--- src/rtl/row_request_scheduler_if.sv ---
// AXI-Stream row request channel between the scheduler (master) and the row-data consumer (slave).
interface row_request_scheduler_if;
  logic [31:0] AXIS_REQ_TDATA;
  logic        AXIS_REQ_TVALID;
  logic        AXIS_REQ_TREADY;

  modport master (
    output AXIS_REQ_TDATA,
    output AXIS_REQ_TVALID,
    input  AXIS_REQ_TREADY
  );

  modport slave (
    input  AXIS_REQ_TDATA,
    input  AXIS_REQ_TVALID,
    output AXIS_REQ_TREADY
  );
endinterface

--- src/rtl/row_request_scheduler.sv ---
// Issues one row request per index for a dataset, bounded by an outstanding-row credit window.
// Optional inter-request pacing (GAP state, min_gap) is built only when ROW_PACING_EN is defined.
module row_request_scheduler #(
  parameter int MAX_OUTSTANDING = 16,
  parameter int CW              = 8
) (
  input  logic                           clk,
  input  logic                           reset,
  input  logic                           start,
  input  logic                           abort,
  input  logic [31:0]                    first_row,
  input  logic [31:0]                    total_rows,
  input  logic [15:0]                    min_gap,
  input  logic                           row_complete,
  input  logic                           underflow,
  output logic                           row_requestor_idle,
  output logic [31:0]                    rows_requested,
  output logic [CW-1:0]                  outstanding,
  output logic [15:0]                    underflow_count,
  row_request_scheduler_if.master        req
);

  typedef enum logic [1:0] {
    S_IDLE  = 2'd0,
    S_ISSUE = 2'd1,
    S_GAP   = 2'd2
  } state_t;

  localparam logic [CW-1:0] MAX_CNT = CW'(MAX_OUTSTANDING);

  state_t        state_q, state_d;
  logic [31:0]   first_row_q, first_row_d;
  logic [31:0]   total_rows_q, total_rows_d;
  logic [31:0]   rows_req_q, rows_req_d;
  logic [31:0]   tdata_q, tdata_d;
  logic [CW-1:0] outs_q, outs_d;
  logic [15:0]   uf_cnt_q, uf_cnt_d;
  logic          tvalid_q, tvalid_d;
  logic          idle_q, idle_d;
  logic          accept, hs, last_row, dec;

`ifdef ROW_PACING_EN
  logic [15:0]   gap_q, gap_d;
  logic [15:0]   gap_cnt_q, gap_cnt_d;
`else
  logic          unused_min_gap;
  assign unused_min_gap = ^min_gap;
`endif

  // abort masks every other event in its cycle, so all qualifiers include !abort
  assign accept   = (state_q == S_IDLE) && start && (total_rows != 32'd0) && !abort;
  assign hs       = tvalid_q && req.AXIS_REQ_TREADY && !abort;
  assign last_row = (rows_req_q + 32'd1) == total_rows_q;
  assign dec      = row_complete && (outs_q != '0) && !abort;

  always_ff @(posedge clk or posedge reset) begin
    if (reset) state_q <= S_IDLE;
    else       state_q <= state_d;
  end

  always_comb begin
    state_d = state_q;
    if (abort) begin
      state_d = S_IDLE;
    end else begin
      case (state_q)
        S_IDLE:  if (accept) state_d = S_ISSUE;
        S_ISSUE: begin
          if (hs) begin
            if (last_row) state_d = S_IDLE;
`ifdef ROW_PACING_EN
            else if (gap_q != 16'd0) state_d = S_GAP;
`endif
          end
        end
`ifdef ROW_PACING_EN
        S_GAP:   if (gap_cnt_q <= 16'd1) state_d = S_ISSUE;
`endif
        default: state_d = S_IDLE;
      endcase
    end
  end

  always_comb begin
    first_row_d  = first_row_q;
    total_rows_d = total_rows_q;
    rows_req_d   = rows_req_q;
    outs_d       = outs_q;
    uf_cnt_d     = uf_cnt_q;
    if (accept) begin
      first_row_d  = first_row;
      total_rows_d = total_rows;
      rows_req_d   = 32'd0;
      outs_d       = '0;
      uf_cnt_d     = 16'd0;
    end else if (!abort) begin
      if (hs) rows_req_d = rows_req_q + 32'd1;
      case ({hs, dec})
        2'b10:   outs_d = outs_q + 1'b1;
        2'b01:   outs_d = outs_q - 1'b1;
        default: outs_d = outs_q;
      endcase
      if (underflow && (uf_cnt_q != 16'hFFFF)) uf_cnt_d = uf_cnt_q + 16'd1;
    end
    // Outputs are registered from next-state values so they line up with the state they describe
    idle_d   = (state_d == S_IDLE);
    tvalid_d = (state_d == S_ISSUE) && (outs_d < MAX_CNT);
    tdata_d  = first_row_d + rows_req_d;
  end

`ifdef ROW_PACING_EN
  always_comb begin
    gap_d     = gap_q;
    gap_cnt_d = gap_cnt_q;
    if (accept) begin
      gap_d = min_gap;
    end else if (hs && !last_row) begin
      gap_cnt_d = gap_q;
    end else if ((state_q == S_GAP) && (gap_cnt_q != 16'd0)) begin
      gap_cnt_d = gap_cnt_q - 16'd1;
    end
  end

  always_ff @(posedge clk or posedge reset) begin
    if (reset) begin
      gap_q     <= 16'd0;
      gap_cnt_q <= 16'd0;
    end else begin
      gap_q     <= gap_d;
      gap_cnt_q <= gap_cnt_d;
    end
  end
`endif

  always_ff @(posedge clk or posedge reset) begin
    if (reset) begin
      first_row_q  <= 32'd0;
      total_rows_q <= 32'd0;
      rows_req_q   <= 32'd0;
      outs_q       <= '0;
      uf_cnt_q     <= 16'd0;
      tvalid_q     <= 1'b0;
      idle_q       <= 1'b1;
      tdata_q      <= 32'd0;
    end else begin
      first_row_q  <= first_row_d;
      total_rows_q <= total_rows_d;
      rows_req_q   <= rows_req_d;
      outs_q       <= outs_d;
      uf_cnt_q     <= uf_cnt_d;
      tvalid_q     <= tvalid_d;
      idle_q       <= idle_d;
      tdata_q      <= tdata_d;
    end
  end

  assign row_requestor_idle  = idle_q;
  assign rows_requested      = rows_req_q;
  assign outstanding         = outs_q;
  assign underflow_count     = uf_cnt_q;
  assign req.AXIS_REQ_TDATA  = tdata_q;
  assign req.AXIS_REQ_TVALID = tvalid_q;

endmodule

--- src/flat_wrapper.sv ---
// flat-port wrapper written by rule: the top's interface ports become plain ports
module row_request_scheduler_flat 
#(
  parameter int MAX_OUTSTANDING = 16,
  parameter int CW              = 8
)
  (clk, reset, start, abort, first_row, total_rows, min_gap, row_complete, underflow, row_requestor_idle, rows_requested, outstanding, underflow_count, req_AXIS_REQ_TDATA, req_AXIS_REQ_TVALID, req_AXIS_REQ_TREADY);
  row_request_scheduler_if req_i ();
  input  logic clk;
  input  logic reset;
  input  logic start;
  input  logic abort;
  input  logic [31:0] first_row;
  input  logic [31:0] total_rows;
  input  logic [15:0] min_gap;
  input  logic row_complete;
  input  logic underflow;
  output logic row_requestor_idle;
  output logic [31:0] rows_requested;
  output logic [CW-1:0] outstanding;
  output logic [15:0] underflow_count;
  output wire logic [$bits(req_i.AXIS_REQ_TDATA)-1:0] req_AXIS_REQ_TDATA;
  output wire logic [$bits(req_i.AXIS_REQ_TVALID)-1:0] req_AXIS_REQ_TVALID;
  input wire logic [$bits(req_i.AXIS_REQ_TREADY)-1:0] req_AXIS_REQ_TREADY;
  assign req_AXIS_REQ_TDATA = req_i.AXIS_REQ_TDATA;
  assign req_AXIS_REQ_TVALID = req_i.AXIS_REQ_TVALID;
  assign req_i.AXIS_REQ_TREADY = req_AXIS_REQ_TREADY;
  row_request_scheduler #(.MAX_OUTSTANDING(MAX_OUTSTANDING), .CW(CW)) u_core (.clk(clk), .reset(reset), .start(start), .abort(abort), .first_row(first_row), .total_rows(total_rows), .min_gap(min_gap), .row_complete(row_complete), .underflow(underflow), .row_requestor_idle(row_requestor_idle), .rows_requested(rows_requested), .outstanding(outstanding), .underflow_count(underflow_count), .req(req_i));
endmodule
--- config.mk ---
export PLATFORM = sky130hd
export DESIGN_NAME = row_request_scheduler_flat
export DESIGN_NICKNAME = d
export VERILOG_FILES = /design/src/rtl/row_request_scheduler_if.sv /design/src/rtl/row_request_scheduler.sv /design/src/flat_wrapper.sv
export SDC_FILE = /design/constraint.sdc
export NUM_CORES = 1
export LEC_CHECK = 0
export ABC_AREA = 1
export ABC_CLOCK_PERIOD_IN_PS = 5200
export BUFFER_PORTS_ARGS = -buffer_cell sky130_fd_sc_hd__buf_4
export CAP_MARGIN = 20
export CORE_ASPECT_RATIO = 1.25
export CORE_MARGIN = 2
export CORE_UTILIZATION = 42
export DETAILED_ROUTE_END_ITERATION = 16
export PLACE_DENSITY = 0.7
export SETUP_SLACK_MARGIN = 0.3
export SKIP_LAST_GASP = 1
export SYNTH_ARGS = -nofsm -noshare
export SYNTH_HDL_FRONTEND = slang
export SYNTH_SLANG_ARGS = --single-unit
--- constraint.sdc ---
create_clock -name clk -period 5.2 [get_ports clk]
set_input_delay 0.26 -clock clk [delete_from_list [all_inputs] [get_ports clk]]
set_output_delay 0.26 -clock clk [all_outputs]
set_load 0.02 [all_outputs]
==> results.sh, run 1 <==
export IMPL_outcome="finished clean"
export IMPL_clock_path_buffers=2
export IMPL_start_kind="flop"
export IMPL_internal_power_mw=2.932
export IMPL_grt_remaining_overflow=0
export IMPL_finalNetCount=1598
export IMPL_viasPerCell=5.161
export IMPL_power_density_mw_per_mm2=406.1
export IMPL_yosysSeqAreaShare=0.4024
export IMPL_clock_sinks=156
export IMPL_synth_distinct_cells=43
export IMPL_std_cell_rows=62
export IMPL_clk_pin_slew_ns=0.07
export IMPL_fin_crit_sh=0.8024
export IMPL_end_kind="flop"
export IMPL_grt_max_degree=82
export IMPL_worstPathRequired_ns=5.52
export IMPL_ys_flop_type="dfrtp_1"
export IMPL_yosys_area_top_type_share=0.3997
export IMPL_grt_first_pass_wirelength_um=45550
export IMPL_drtAntennaViolNets=0
export IMPL_p_leak_nw=5.859
export IMPL_hpwl_um=21900
export IMPL_drv_cap=0
export IMPL_start_util=0.4255
export IMPL_maxSlewViolCount=0
export IMPL_htree_levels=4
export IMPL_io_pin_count=177
export IMPL_fin_setup_tns_ns=0
export IMPL_whs_ns=0.02293
export IMPL_wire_per_inst_um=16.08
export IMPL_ff2ff_setup_slack_ns=1.03
export IMPL_ys_top_cells_by_area="dfrtp_1 40%, nand2_1 15%, ha_1 5.3%, inv_1 5.2%, nand3_1 5.0%"
export IMPL_cts_made_buffers=17
export IMPL_setup_violations_final=0
export IMPL_r2r_end="u_core.req.AXIS_REQ_TDATA[22]"
export IMPL_async_flop_share=1.000
export IMPL_swShare=0.3913
export IMPL_p_clk_frac=0.271
export IMPL_tritoncts="yes"
export IMPL_finalHoldViolCount=0
export IMPL_r2r_cells=21
export IMPL_grt_usage=0.2367
export IMPL_area_growth_pct=22.21
export IMPL_routabilityCongestion=0.9052
export IMPL_postSynthCellCount=1308
export IMPL_synth_top_area_cell="dfrtp_1"
export IMPL_arrival_ns=4.49
export IMPL_p_sw_mw=1.885
export IMPL_irDropWorstVdd_mv=0.2482
export IMPL_postRouteWirelength_um=28450
export IMPL_postCtsSetupRepairBufs=0
export IMPL_ys_seq_elements=156
export IMPL_layout_drive_gt1_share=0.1729
export IMPL_p_seq_frac=0.362
export IMPL_syn_area_mm2=0.009704
export IMPL_whs_path_depth=3
export IMPL_rsz0062_at_grt="no"
export IMPL_die_x_um=140.0
export IMPL_vias=9129
export IMPL_fmax_mhz=239.7
export IMPL_clock_skew_ns=0.01271
export IMPL_pwr_share_comb=0.367
export IMPL_die_y_um=173.9
export IMPL_holdCritStartpoint="total_rows[21]"
export IMPL_coreArea_mm2=0.02281
export IMPL_critical_path_class="flop to flop"
export IMPL_syn_nets=1438
export IMPL_relSlewSlack=0.4948
export IMPL_die_area_mm2=0.02434
export IMPL_clkLatencyLatePin_ns=0.44
export IMPL_grt_pass1_vias=9090
export IMPL_min_to="u_core.total_rows_q[21]"
export IMPL_ys_warn_count=0
export IMPL_hp_class="primary input to flop"
export IMPL_synth_edf_count=0
export IMPL_period_needed_ns=4.173
export IMPL_drt_pre_antenna_iters=6
export IMPL_worst_pin_slew_ns=0.7508
export IMPL_drt_initial_drc_count=505
export IMPL_diodes=0
export IMPL_reg2reg_from="u_core.state_q[0]"
export IMPL_cp_max_fo=81
export IMPL_antenna_found_initial=0
export IMPL_drcViolationCount=0
export IMPL_cts_root_buf="clkbuf_16"
export IMPL_syn_mean_instance_area_um2=7.419
export IMPL_port_buffers=160
==> logic make-up (layout without fill, tap and decap cells) <==
logic type               count (synthesis)  in the layout  share of synthesized area
AND/OR/NAND/NOR                        697            697                     0.3174
buffers and inverters                  168            341                    0.06679
XOR/XNOR                                51             51                    0.04603
AO/OA/AOI/OAI                          192            192                     0.1100
adder cells (fa/ha/maj)                 43             43                    0.05699
other                                    1              1                  0.0003864
flip-flops                             156            156                     0.4024
==> state kept, by name (all words and copies together) (netlist names) <==
name                        count
u_core.first_row_q             32
u_core.req.AXIS_REQ_TDATA      32
u_core.rows_requested          32
u_core.total_rows_q            32
u_core.underflow_count         16
u_core.outstanding              8
u_core.state_q                  2
u_core.req.AXIS_REQ_TVALID      1
u_core.row_requestor_idle       1
==> worst max path at each step <==
stage	startpoint	end	cells past startpoint
after floorplan	reset	u_core.first_row_q[0]	1
after global placement	total_rows[22]	u_core.req.AXIS_REQ_TDATA[22]	20
after detailed placement	total_rows[22]	u_core.req.AXIS_REQ_TDATA[22]	20
after CTS	u_core.state_q[0]	u_core.req.AXIS_REQ_TDATA[22]	21
after global routing	u_core.state_q[0]	u_core.req.AXIS_REQ_TDATA[22]	21
final	u_core.state_q[0]	u_core.req.AXIS_REQ_TDATA[22]	21
==> per-layer routing <==
layer	GRT usage	part of all wire	routed length, µm
met2	0.3955	0.48	13720
met4	0.1138	0.045	1275
met3	0.04215	0.053	1500
met1	0.2964	0.42	11950
met5	0	0	0
==> power by group through the flow <==
stage / Clock, mW / Combinational, mW / Sequential, mW
floorplan: 0 / 0.875 / 1.97
global placement: 0 / 1.73 / 1.76
detailed placement: 0 / 1.76 / 1.76
CTS: 1.33 / 1.77 / 1.74
global route: 1.37 / 1.96 / 1.79
finish: 1.31 / 1.77 / 1.74
==> repair_timing <==
| action | CTS | global route |
|---|---|---|
| setup endpoints to repair | 0 | 0 |
| resized for setup | 0 | 0 |
| hold buffers | 1 | 0 |
| hold endpoints to repair | 54 | 0 |
==> cells in the mapped netlist, types with 10 or more instances <==
master and count:
nand3_1 97, nand2_1 394, inv_1 135, a31oi_1 11, nor3_1 11, a21oi_1 59, a211oi_1 10, clkbuf_1 19
nor2_4 12, nor4_1 14, ha_1 41, xor2_1 34, dfrtp_1 155, nor2_1 107, nor2_2 14, nand4_1 20
o21ai_0 80, xnor2_1 17, nand2_2 14
==> final cells by class <==
type                    count  area [µm²]
clock buffers              17       425.4
clock inverters            15       180.2
fillers                  2243       10950
inverters                 140       530.5
multi-input cells         984        5162
flip-flops and latches    156        3905
well taps                 288       360.3
repair buffers            169        1296
==> stage by stage <==
stage / setup slack [ns] / cells / total power, mW / util / instance area [µm²]
2_1_floorplan: 0.7351 / 1308 / 2.842 / - / 9704
3_3_place_gp: 0.8327 / 1736 / 3.492 / 0.4930 / 11240
3_5_place_dp: 0.8273 / 1736 / 3.517 / 0.4930 / 11240
4_1_cts: 0.9941 / 1769 / 4.845 / 0.5200 / 11860
5_1_grt: 0.6322 / 1769 / 5.113 / 0.5200 / 11860
6_report: 1.027 / 1769 / 4.817 / 0.5200 / 11860
==> critical path, cell delays in order, from the launching register on <==
cell      delay [ns]
dfrtp_1         0.37
inv_1           0.06
nand2_1         0.05
nor3_1          0.38
o21ai_4         0.13
inv_2           0.38
buf_12          0.36
nand2_1         0.11
nand2_1         0.10
ha_1            0.17
inv_1           0.05
fa_1            0.40
o21ai_1         0.28
a21boi_0        0.21
o21bai_2        0.24
a21oi_1         0.13
o21bai_1        0.27
nand2_1         0.09
inv_1           0.08
nor2_1          0.04
nand2_1         0.06
nand2_1         0.06
==> cells in the final DEF (no fill, tap or decap), types with 6 or more instances in the layout <==
cell / n
clkbuf_16: 17
buf_4: 166
a31oi_1: 11
nand2_2: 14
nor3_1: 11
inv_6: 6
a211oi_1: 10
o21ai_0: 80
ha_1: 41
nand4_1: 20
dfrtp_1: 155
nand2_1: 394
o21ai_1: 7
xor2_1: 34
nor4_1: 14
o21a_1: 6
nor2_4: 12
nor2_2: 14
inv_1: 134
a21oi_1: 59
xnor2_1: 17
nor2_1: 107
nand3_1: 97
Note: power is estimated with default switching activity, not from simulation.
==> inputs of run 2 (changes only) <==
ABC_CLOCK_PERIOD_IN_PS = 3400   (was 5200)
PLACE_DENSITY = 0.72   (was 0.7)
clock period = 3.4 ns   (was 5.2 ns; I/O delays follow)
==> run 2 against run 1 <==
Net effect: global-route usage rose by 2.7 points; non-clock buffer count grew 235; largest cell class unchanged; maximum frequency increased by 32%; first-iteration DRC count increased by 26%; flip-flop and latch count did not move; highest routed layer unchanged; die area did not move; critical path type unchanged; combinational power rose by 110%; worst setup slack worse by 0.79 ns.
==> results.sh, run 2 (same netlist as run 1, synthesis figures left out) <==
export IMPL_outcome="finished clean"
export IMPL_htree_levels=4
export IMPL_vias=10470
export IMPL_drcViolationCount=0
export IMPL_seqCellArea_mm2=0.003930
export IMPL_fmax_mhz=316.2
export IMPL_cp_max_fo=11
export IMPL_relSlewSlack=0.4112
export IMPL_start_kind="flop"
export IMPL_grt_usage=0.2641
export IMPL_clock_skew_ns=0.01129
export IMPL_wl_met2_um=17280
export IMPL_cts_made_buffers=17
export IMPL_drv_cap=0
export IMPL_routabilityCongestion=0.9869
export IMPL_crit_chain="inv_2, nand2_2, nor3_4, buf_6, o21ai_4, clkinv_4, buf_12, bufbuf_16, buf_4, nand2_1, nand2_1, ha_1, inv_1, nor3_4, inv_2, nor2_1, nor2_1, nand3_1, a21oi_2, buf_4, nand3b_1, nand2_1"
export IMPL_grt_pass1_vias=10030
export IMPL_wire_per_inst_um=16.97
export IMPL_hpwl_um=23280
export IMPL_cts_root_buf="clkbuf_16"
export IMPL_path_common_cell="nand2_1"
export IMPL_drt_pre_antenna_iters=7
export IMPL_critical_path_class="flop to flop"
export IMPL_finalPower_mw=8.464
export IMPL_clock_sinks=156
export IMPL_period_needed_ns=3.163
export IMPL_die_y_um=173.9
export IMPL_clk_pin_slew_ns=0.07
export IMPL_wl_met1_um=13600
export IMPL_irDropWorstVdd_mv=0.3871
export IMPL_fin_setup_tns_ns=0
export IMPL_arrival_ns=3.48
export IMPL_final_common_cell="nand2_1"
export IMPL_rsz0062_at_grt="yes"
export IMPL_clock_path_buffers=2
export IMPL_setup_violations_final=0
export IMPL_tritoncts="yes"
export IMPL_drt_initial_drc_count=636
export IMPL_viasPerCell=5.227
export IMPL_clkLatencyLatePin_ns=0.44
export IMPL_cp_top_family="buffers and inverters"
export IMPL_n_fill_cell=1845
export IMPL_cp_slowest_cell="dfrtp_1"
export IMPL_crit_buf_inv=9
export IMPL_coreArea_mm2=0.02281
export IMPL_area_growth_pct=52.46
export IMPL_io_pin_count=177
export IMPL_hp_class="primary input to flop"
export IMPL_diodes=0
export IMPL_layout_drive_gt1_share=0.3514
export IMPL_grt_max_degree=62
export IMPL_routed_wl_met3_um=1775
export IMPL_std_cell_rows=62
export IMPL_layout_common_cells="367 x nand2_1, 333 x buf_4, 135 x dfrtp_1"
export IMPL_start_util=0.4255
export IMPL_grt_first_pass_wirelength_um=50870
export IMPL_finalNetCount=1833
export IMPL_highest_layer="met4"
export IMPL_worst_pin_slew_ns=0.8832
export IMPL_maxSlewViolCount=0
export IMPL_multiInputGateArea_mm2=0.005973
export IMPL_end_kind="flop"
export IMPL_finalHoldViolCount=0
export IMPL_die_area_mm2=0.02434
export IMPL_fin_crit_sh=0.9303
export IMPL_postRouteWirelength_um=34020
export IMPL_power_density_mw_per_mm2=572.1
export IMPL_antenna_found_initial=0
export IMPL_die_x_um=140.0
export IMPL_port_buffers=160
export IMPL_drtAntennaViolNets=0
export IMPL_fin_util=0.6487
export IMPL_worstPathRequired_ns=3.72
export IMPL_grt_remaining_overflow=0
export IMPL_p_leak_nw=7.094
export IMPL_max_stage_delay_ns=0.37
run 2: changes by cell type in the layout (fill, tap and decap cells not counted), moves of 22 or more:
cell | previous run | this run
a21oi_1 | 59 | 31
a21oi_2 | 0 | 26
buf_4 | 166 | 333
dlygate4sd3_1 | 1 | 55
ha_1 | 41 | 19
nand2_1 | 394 | 367
nand2_2 | 14 | 37
run 2: worst paths after layout:
kind                                        start                            end  slack [ns]  depth (start not counted)
max in group asynchronous                   reset       u_core.rows_requested[5]        2.14                          5
setup reg to reg                u_core.state_q[0]  u_core.req.AXIS_REQ_TDATA[31]        0.24                         22
min in group asynchronous                   reset         u_core.total_rows_q[2]        0.36                          3
hold reg to reg            u_core.first_row_q[11]         u_core.first_row_q[11]        0.49                          2
setup / recovery                u_core.state_q[0]  u_core.req.AXIS_REQ_TDATA[31]        0.24                         22
hold / removal                       first_row[1]          u_core.first_row_q[1]       0.006                          3
run 2: timing repair:
action	in CTS	in global routing
gates cloned	1	1
setup endpoints to repair	20	18
hold buffers	54	1
pin swaps	11	52
setup buffers	27	22
resized for setup	59	151
endpoints found under the hold margin	81	1
run 2: metal layers:
layer  track usage  vias up
li1              -     5070
met1        0.3210     4946
met2        0.4634      378
met3       0.03994       80
met4        0.1146        0
met5             0        -
run 2: layout make-up:
class                   instances  share of cell area
flip-flops and latches        156              0.2656
clock buffers                  21             0.03112
inverters                     140             0.03611
repair buffers                404              0.2268
well taps                     288             0.02436
clock inverters                11             0.01226
multi-input cells             984              0.4037
run 2: stage by stage:
stage | hold slack [ns] | cell area (µm²) | std cells | setup slack, ns
5_1_grt | 0.007341 | 14800 | 2004 | 0.1238
3_5_place_dp | 0.3935 | 12250 | 1865 | -0.2058
2_1_floorplan | 0.2796 | 9722 | 1308 | 0.3312
3_3_place_gp | 0.3777 | 12250 | 1865 | -0.1616
6_report | 0.005642 | 14800 | 2004 | 0.2371
4_1_cts | 0.003691 | 13910 | 1979 | 0.2728
run 2: where the power goes:
group	total (mW)	internal, mW	leakage [nW]	switching [mW]
Clock	2.11	1.28	0.306	0.830
Sequential	2.69	2.33	1.96	0.360
Combinational	3.67	1.68	4.83	1.99
Total	8.46	5.28	7.09	3.18
run 2: worst min-delay path, stage by stage:
cell	delay (ns)
buf_4	0.08
nand2_1	0.06
o21ai_2	0.09
